===== config.mk =====
export PLATFORM = sky130hd
export DESIGN_NAME = uart_tx_buffered
export DESIGN_NICKNAME = d
export VERILOG_FILES = /design/src/rtl/uart_tx_buffered.sv
export SDC_FILE = /design/constraint.sdc
export NUM_CORES = 1
export LEC_CHECK = 0
export CORE_MARGIN = 2
export CORE_UTILIZATION = 40
export CTS_BUF_LIST = sky130_fd_sc_hd__clkbuf_8
export CTS_CLUSTER_DIAMETER = 150
export CTS_CLUSTER_SIZE = 12
export DETAILED_ROUTE_END_ITERATION = 10
export PLACE_DENSITY = 0.54
export SLEW_MARGIN = 25
export SYNTH_ARGS = -nofsm -noshare
export SYNTH_HDL_FRONTEND = slang
export SYNTH_SLANG_ARGS = --single-unit

===== constraint.sdc =====
create_clock -name clk -period 3.23 [get_ports clk]
set_clock_uncertainty 0.2 [all_clocks]
set_input_delay 0.969 -clock clk [delete_from_list [all_inputs] [get_ports clk]]
set_output_delay 0.969 -clock clk [all_outputs]
set_load 0.1 [all_outputs]

===== src/rtl/uart_tx_buffered.sv =====
// uart_tx_buffered
//   Buffered UART transmitter. Bytes are queued in a 2**FIFO_AW-deep FIFO and
//   sent as 8N1 frames. If UART_TX_PARITY_EN is defined, they are sent as 8E1
//   frames instead.
//
//   Optional feature macro: UART_TX_PARITY_EN. It inserts an even-parity bit
//   between the data bits and the stop bit.
//
//   Ports
//     clk           system clock
//     rst_n         asynchronous active-low reset
//     i_data        byte to queue
//     i_valid       producer strobe; a byte is written when i_valid && o_ready
//     o_ready       FIFO not full
//     o_tx          serial line, idle high, driven from a flop
//     o_busy        frame in progress or FIFO non-empty (registered)
//     o_fifo_count  entries currently queued, 0..2**FIFO_AW
//     o_overflow    sticky; set by a write attempt while full, cleared by reset
module uart_tx_buffered #(
  parameter int CLK_FREQ  = 27_000_000,
  parameter int BAUD_RATE = 115200,
  parameter int FIFO_AW   = 4
) (
  input  logic             clk,
  input  logic             rst_n,
  input  logic [7:0]       i_data,
  input  logic             i_valid,
  output logic             o_ready,
  output logic             o_tx,
  output logic             o_busy,
  output logic [FIFO_AW:0] o_fifo_count,
  output logic             o_overflow
);

  localparam int CLKS_PER_BIT = CLK_FREQ / BAUD_RATE;
  localparam int CNT_W        = (CLKS_PER_BIT > 1) ? $clog2(CLKS_PER_BIT) : 1;
  localparam logic [CNT_W-1:0] CNT_LAST = CNT_W'(CLKS_PER_BIT - 1);
  localparam int DEPTH        = 1 << FIFO_AW;
  localparam int PW           = FIFO_AW + 1;

  typedef enum logic [2:0] {
    S_IDLE,
    S_START,
    S_DATA,
`ifdef UART_TX_PARITY_EN
    S_PARITY,
`endif
    S_STOP
  } state_t;

  state_t            state, state_n;
  logic [7:0]        mem [DEPTH];
  logic [PW-1:0]     wr_ptr, rd_ptr, wr_ptr_n, rd_ptr_n;
  logic              full, empty, push, pop;
  logic [7:0]        head;
  logic [CNT_W-1:0]  baud_cnt;
  logic              bit_end;
  logic [2:0]        bit_idx;
  logic [7:0]        shift;
  logic              tx_n;
`ifdef UART_TX_PARITY_EN
  logic              par;
`endif

  // The pointers are one bit wider than the address. An equal address with a
  // different MSB means the write side has wrapped once more than the read
  // side, so the FIFO is full.
  assign empty    = (wr_ptr == rd_ptr);
  assign full     = (wr_ptr[FIFO_AW] != rd_ptr[FIFO_AW]) &&
                    (wr_ptr[FIFO_AW-1:0] == rd_ptr[FIFO_AW-1:0]);
  assign push     = i_valid && !full;
  assign wr_ptr_n = wr_ptr + PW'(push);
  assign rd_ptr_n = rd_ptr + PW'(pop);
  assign head     = mem[rd_ptr[FIFO_AW-1:0]];
  assign bit_end  = (baud_cnt == CNT_LAST);

  assign o_ready      = !full;
  assign o_fifo_count = wr_ptr - rd_ptr;

  always_ff @(posedge clk) begin
    if (push) mem[wr_ptr[FIFO_AW-1:0]] <= i_data;
  end

  // tx_n is the line level for the current state. It is registered into o_tx,
  // so every bit appears on the pad one clock after its state is entered.
  always_comb begin
    state_n = state;
    pop     = 1'b0;
    tx_n    = 1'b1;
    case (state)
      S_IDLE: begin
        if (!empty) begin
          pop     = 1'b1;
          state_n = S_START;
        end
      end
      S_START: begin
        tx_n = 1'b0;
        if (bit_end) state_n = S_DATA;
      end
      S_DATA: begin
        tx_n = shift[0];
        if (bit_end && bit_idx == 3'd7) begin
`ifdef UART_TX_PARITY_EN
          state_n = S_PARITY;
`else
          state_n = S_STOP;
`endif
        end
      end
`ifdef UART_TX_PARITY_EN
      S_PARITY: begin
        tx_n = par;
        if (bit_end) state_n = S_STOP;
      end
`endif
      S_STOP: begin
        if (bit_end) state_n = S_IDLE;
      end
      default: state_n = S_IDLE;
    endcase
  end

  always_ff @(posedge clk or negedge rst_n) begin
    if (!rst_n) begin
      state      <= S_IDLE;
      wr_ptr     <= '0;
      rd_ptr     <= '0;
      baud_cnt   <= '0;
      bit_idx    <= '0;
      shift      <= '0;
      o_tx       <= 1'b1;
      o_busy     <= 1'b0;
      o_overflow <= 1'b0;
`ifdef UART_TX_PARITY_EN
      par        <= 1'b0;
`endif
    end else begin
      state  <= state_n;
      wr_ptr <= wr_ptr_n;
      rd_ptr <= rd_ptr_n;
      if (i_valid && full) o_overflow <= 1'b1;

      // The counter is held at zero in IDLE, so every frame starts on a
      // fresh bit period.
      if (state == S_IDLE || bit_end) baud_cnt <= '0;
      else                            baud_cnt <= baud_cnt + CNT_W'(1);

      if (pop) begin
        shift   <= head;
        bit_idx <= '0;
`ifdef UART_TX_PARITY_EN
        par     <= ^head;
`endif
      end else if (state == S_DATA && bit_end) begin
        shift   <= {1'b0, shift[7:1]};
        bit_idx <= bit_idx + 3'd1;
      end

      o_tx   <= tx_n;
      // Built from next-state values so that the flop matches
      // the state it will hold after this edge.
      o_busy <= (state_n != S_IDLE) || (wr_ptr_n != rd_ptr_n);
    end
  end

endmodule


==> results.yml, run 1 <==
finish:
  multi_input_area_um2: 2000
  n_antenna_cell: 0
  syn_to_final_growth_pct: 17.8
  fillers: 1434
  drive_gt1_share_pct: 27.7
  fin_util_pct: 48.0
  seq_area_um2: 4720
  fin_cells: 690
  fin_nets: 481
die:
  num_io_pins: 20
  start_util_pct: 40.8
  die_area_um2: 17900
  die_w_um: 134
  coreArea_um2: 16500
  die_h_um: 134
  rows: 47
timing:
  hold_viol_final: 0
  period_needed_ns: 3.25
  tightestPinTransition_ns: 0.829
  slew_headroom_pct: 44.7
  fmax_mhz: 308
  finalSetupViolations: 1
  drv_slew: 0
  period_share_pct: 100
  post-route-worst-setup-slack_ns: -0.0161
  rsz0062_at_grt: "true"
critical_path:
  end_kind: "output port"
  path_class: "reg -> out"
  required_ns: 2.06
  critPathLaunchType: "flop"
  cp_max_fo: 3
  crit_arrival_ns: 2.08
placed_design:
  gp_congestion: 0.773
  placed_cells: 655
  hpwl_mm: 8.93
  port_buffers: 19
  pre_cts_slack_ns: -0.0921
detailed_routing:
  drt-vias-per-instance: 5.20
  wirelength_mm: 13.9
  drc_errors: 0
  via_count: 3588
  wl_per_cell_um: 20.2
  ant_nets: 0
  drt-pass1-iter-count: 5
  drt_iter0_markers: 313
clock_tree:
  tritoncts: "yes"
  htreeDepth: 4
  worstSkewPairLatency_ns: 0.46
  clockRootBuffer: "clkbuf_8"
  clk_pin_slew_ns: 0.09
  cts.sinks: 163
  cts_inserted_buffers: 17
  cts_buffer_depth: 2
pwr:
  power.leakage_uw: 0.00285
  power_density_nw_per_um2: 1010
  worst_ir_drop_vdd_uv: 1310
synthesis:
  synth_nets: 425
  synthesis.area_um2: 6740
  yosys_warnings: 0
  synthesis.instances: 401
  avgSynthCellArea_um2: 16.8
  synth_cell_type_count: 42
  synth_area_leaders: "edfxtp_1, dfrtp_1, mux4_2, ha_1, mux2i_1"
  synth_area_leader_cell: "edfxtp_1"
  yosysTopAreaCellShare_pct: 57.0
  ys_ff_latch: 163
  ys_seq_area_share_pct: 70.1
grt:
  grt_antenna_before_repair: 0
  grt_max_degree: 40
  track_usage_pct: 16.5
  top_usage_layer: "met2"
  grtUsageMet2_pct: 26.4
  grtUsageMet3_pct: 4.08
  grt_pass1_vias: 3639
  grt_pass1_wl_mm: 21.3
  grt_overflow: 0
  grt_use_met1_pct: 22.4
flow_run:
  drv_cap: 0
status:
  violations: "setup timing"
  status: "finished, violations left"
min_path:
  hp-class: "reg -> reg"
synthesized netlist by cell type (all sizes together):
master,n
a211o,2
a21o,3
a21oi,15
a22o,2
a22oi,10
a31o,1
a31oi,2
and3,2
and4,1
buf,10
clkbuf,4
conb,1
dfrtp,34
dfstp,1
edfxtp,128
fa,1
ha,12
inv,16
mux2i,15
mux4,26
nand2,6
nand2b,2
nand3,17
nand4b,1
nor2,32
nor2b,5
nor3,6
nor3b,2
nor4,1
nor4b,1
o21ai,3
o21bai,4
o221a,4
o221ai,6
or2,1
or3,2
xnor2,13
xor2,9
area by class of cell:
| cell class | instances | area share, % |
|---|---|---|
| Clock inverter | 15 | 2.06 |
| Tap cell | 220 | 3.47 |
| Timing Repair Buffer | 51 | 6.07 |
| Clock buffer | 17 | 2.95 |
| Multi-Input combinational cell | 208 | 25.2 |
| Inverter | 16 | 0.788 |
| Sequential cell | 163 | 59.5 |
through the flow:
step	hold WS [ns]	cell area, um2	power, uW	TNS [ns]
2_1_floorplan	0.262	6810	5330	0
3_3_place_gp	0.243	7450	6510	0
3_5_place_dp	0.248	7450	6540	-0.0921
4_1_cts	0.268	7890	8090	-0.0527
5_1_grt	0.280	7940	8440	-0.136
6_report	0.265	7940	8060	-0.0161
final timing paths:
path / cells after the start / to / start / slack (ns)
hold reg to reg: 1 / o_overflow / o_overflow / 0.27
max in group asynchronous: 1 / rd_ptr[0] / rst_n / 1.86
setup / recovery: 8 / o_fifo_count[4] / wr_ptr[0] / -0.02
min in group asynchronous: 1 / o_overflow / rst_n / 0.40
hold / removal: 1 / o_overflow / o_overflow / 0.27
setup reg to reg: 12 / o_busy / rd_ptr[2] / 0.21
kinds of logic after synthesis:
| group | Yosys count | synth area share, % |
|---|---|---|
| adder cells (fa/ha/maj) | 13 | 2.53 |
| AO/OA/AOI/OAI | 52 | 5.51 |
| other | 1 | 0.0556 |
| multiplexers | 41 | 10.9 |
| AND/OR/NAND/NOR | 79 | 5.98 |
| flip-flops | 163 | 70.1 |
| XOR/XNOR | 22 | 2.86 |
| buffers and inverters | 30 | 2.10 |
placed cells by master (no fill, tap or decap), drive strengths merged, types with 2 or more instances in the layout:
cell type / synthesis / final
a211o: 2 / 2
a21o: 3 / 3
a21oi: 15 / 15
a22o: 2 / 2
a22oi: 10 / 10
a31oi: 2 / 2
and3: 2 / 2
buf: 10 / 42
clkbuf: 4 / 17
clkdlybuf4s50: 0 / 9
clkinv: 0 / 6
dfrtp: 34 / 34
edfxtp: 128 / 128
ha: 12 / 12
inv: 16 / 25
mux2i: 15 / 15
mux4: 26 / 26
nand2: 6 / 6
nand2b: 2 / 2
nand3: 17 / 17
nor2: 32 / 32
nor2b: 5 / 5
nor3: 6 / 6
nor3b: 2 / 2
o21ai: 3 / 3
o21bai: 4 / 4
o221a: 4 / 4
o221ai: 6 / 6
or3: 2 / 2
xnor2: 13 / 13
xor2: 9 / 9
per-layer routing:
metal	up-vias	routed length [um]
met2	74	6860
met3	11	534
met5	-	0
met1	1841	6420
li1	1662	-
met4	0	137
registers in the layout (all words and copies together) (netlist names):
signal	count
bit_idx	3
wr_ptr	5
rd_ptr	5
o_tx	1
shift	8
state	3
o_busy	1
o_overflow	1
mem	128
baud_cnt	8
where the power goes:
group	switching [uW]	internal [uW]
registers	142	2570
logic	2330	1560
clock network	865	587
total	3340	4720
worst max-delay path, stage by stage (launching register included):
cell and delay [ns]:
dfrtp_1 0.38, inv_2 0.07, ha_4 0.16, fa_2 0.38, inv_2 0.06, a21o_1 0.15, a21oi_4 0.08, xnor2_4 0.15
buf_12 0.19
repair_timing:
action | in CTS | in global routing
pin swaps | 3 | 0
resized for setup | 8 | 10
setup endpoints to repair | 3 | 4
hold buffers | 0 | 0
setup buffers | 2 | 1
(Power assumes the default switching activity.)
==> inputs of run 2 (changes only) <==
--- a/config.mk
+++ b/config.mk
@@ -5,6 +5,7 @@
 export SDC_FILE = /design/constraint.sdc
 export NUM_CORES = 1
 export LEC_CHECK = 0
+export CORE_ASPECT_RATIO = 0.9
 export CORE_MARGIN = 2
 export CORE_UTILIZATION = 40
 export CTS_BUF_LIST = sky130_fd_sc_hd__clkbuf_8
@@ -16,3 +17,4 @@
 export SYNTH_ARGS = -nofsm -noshare
 export SYNTH_HDL_FRONTEND = slang
 export SYNTH_SLANG_ARGS = --single-unit
+export TNS_END_PERCENT = 100
==> results.yml, run 2 (same netlist as run 1, synthesis figures left out) <==
grt:
  track_usage_pct: 17.0
  grt_pass1_wl_mm: 22.1
  grt_pass1_vias: 3839
  grt_antenna_before_repair: 0
  grt_max_degree: 40
  grt_overflow: 0
clock_tree:
  clk_pin_slew_ns: 0.09
  worstSkewPairLatency_ns: 0.46
  cts_buffer_depth: 2
  cts_inserted_buffers: 17
  clockRootBuffer: "clkbuf_8"
  postCtsHoldBufs: 0
  tritoncts: "yes"
  htreeDepth: 4
  cts.sinks: 163
detailed_routing:
  wl_per_cell_um: 20.6
  drt_iter0_markers: 244
  drc_errors: 0
  wirelength_mm: 14.0
  drt-pass1-iter-count: 5
  drt-vias-per-instance: 5.36
  ant_nets: 0
  via_count: 3648
pwr:
  power_density_nw_per_um2: 1030
  power_uw: 8180
  worst_ir_drop_vdd_uv: 1180
  power.leakage_uw: 0.00285
die:
  die_h_um: 127
  rows: 45
  num_io_pins: 20
  die_w_um: 141
  die_area_um2: 17900
  coreArea_um2: 16700
  start_util_pct: 40.4
critical_path:
  crit_end: "o_fifo_count[4]"
  path_delay_family: "adder cells"
  path_class: "reg -> out"
  path_cells: "ha_4, fa_2, inv_2, a21o_1, a21oi_4, xnor2_4, buf_12"
  required_ns: 2.06
  reg2regPathDepth: 12
  cp_slowest_cell: "dfrtp_2"
  cp_max_fo: 2
  cp_num_buf_inv: 2
  r2r_end: "o_busy"
  critical_path.startpoint: "rd_ptr[0]"
  critPathLaunchType: "flop"
  rrSetupSlack_ns: 0.24
  cp.depth: 7
  end_kind: "output port"
  cp_slowest_stage_delay_ns: 0.43
  crit_arrival_ns: 2.08
  rr_startpoint: "rd_ptr[2]"
flow_run:
  drv_cap: 0
timing:
  post-route-worst-setup-slack_ns: -0.0192
  rsz0062_at_grt: "true"
  final.setup.tns_ns: -0.0192
  finalSetupViolations: 1
  tightestPinTransition_ns: 0.857
  hold_viol_final: 0
  fmax_mhz: 308
  slew_headroom_pct: 42.7
  period_share_pct: 101
  period_needed_ns: 3.25
  drv_slew: 0
min_path:
  hp-class: "reg -> reg"
  hold_start: "o_overflow"
placed_design:
  gp_congestion: 0.772
  placed_area_um2: 7440
  port_buffers: 19
  pre_cts_slack_ns: -0.0262
  hpwl_mm: 9.11
finish:
  mostFrequentLayoutCell: "edfxtp_1"
  syn_to_final_growth_pct: 17.7
  n_antenna_cell: 0
  mostFrequentLayoutCells: "edfxtp_1, buf_4, nor2_1, dfrtp_1, mux4_2"
  fin_area_um2: 7930
  largest_reg_flops: 128
  fin_nets: 482
  drive_gt1_share_pct: 26.6
  fin_util_pct: 47.6
status:
  violations: "setup timing"
  status: "finished, violations left"
[run 2: area by class of cell]
type	count	area, um2
Tap cell	211	264
Fill cell	1455	8730
Clock buffer	17	234
Timing Repair Buffer	52	485
Multi-Input combinational cell	208	1990
Inverter	16	60.1
Sequential cell	163	4720
Clock inverter	14	176
[run 2: worst register-to-register path, cell delays in order (launching register included)]
cell and delay (ns):
dfrtp_1 0.39, inv_1 0.15, ha_4 0.25, and4_4 0.21, a211o_1 0.33, inv_2 0.07
ha_1 0.16, ha_1 0.18, xor2_1 0.24, xor2_1 0.10, nor3_1 0.20, nand3_1 0.09
or3_1 0.31
[run 2: timing repair]
item                                    CTS  global route
pin swaps                                 4             1
endpoints found under the setup margin    3             4
hold endpoints to repair                  0             0
buffers inserted                          2             2
resized for setup                        11             3
[run 2: per-stage QoR]
step / std cells / hold slack [ns]
3_5_place_dp: 646 / 0.257
4_1_cts: 679 / 0.278
3_3_place_gp: 646 / 0.243
2_1_floorplan: 401 / 0.262
5_1_grt: 681 / 0.311
6_report: 681 / 0.272
[run 2: worst min-delay path by stage]
stage,cells after the start,endpoint,slack (ns)
CTS,1,o_overflow,0.28
global placement,1,o_overflow,0.24
finish,1,o_overflow,0.27
detailed placement,1,o_overflow,0.26
global route,1,o_overflow,0.31
floorplan,1,state[1],0.26
[run 2: report_power, final]
part / leakage [uW] / internal [uW] / switching, uW
combinational: 0.00107 / 1570 / 2360
clock: 0.000200 / 771 / 763
sequential: 0.00158 / 2580 / 145
total: 0.00285 / 4920 / 3270
[run 2: metal layers]
| metal | up-vias | GRT usage (%) | part of all wire [%] |
|---|---|---|---|
| li1 | 1675 | - | - |
| met1 | 1873 | 23.3 | 45 |
| met2 | 78 | 26.6 | 48 |
| met3 | 22 | 3.94 | 4.7 |
| met4 | 0 | 7.06 | 2.4 |
| met5 | - | 0 | 0 |
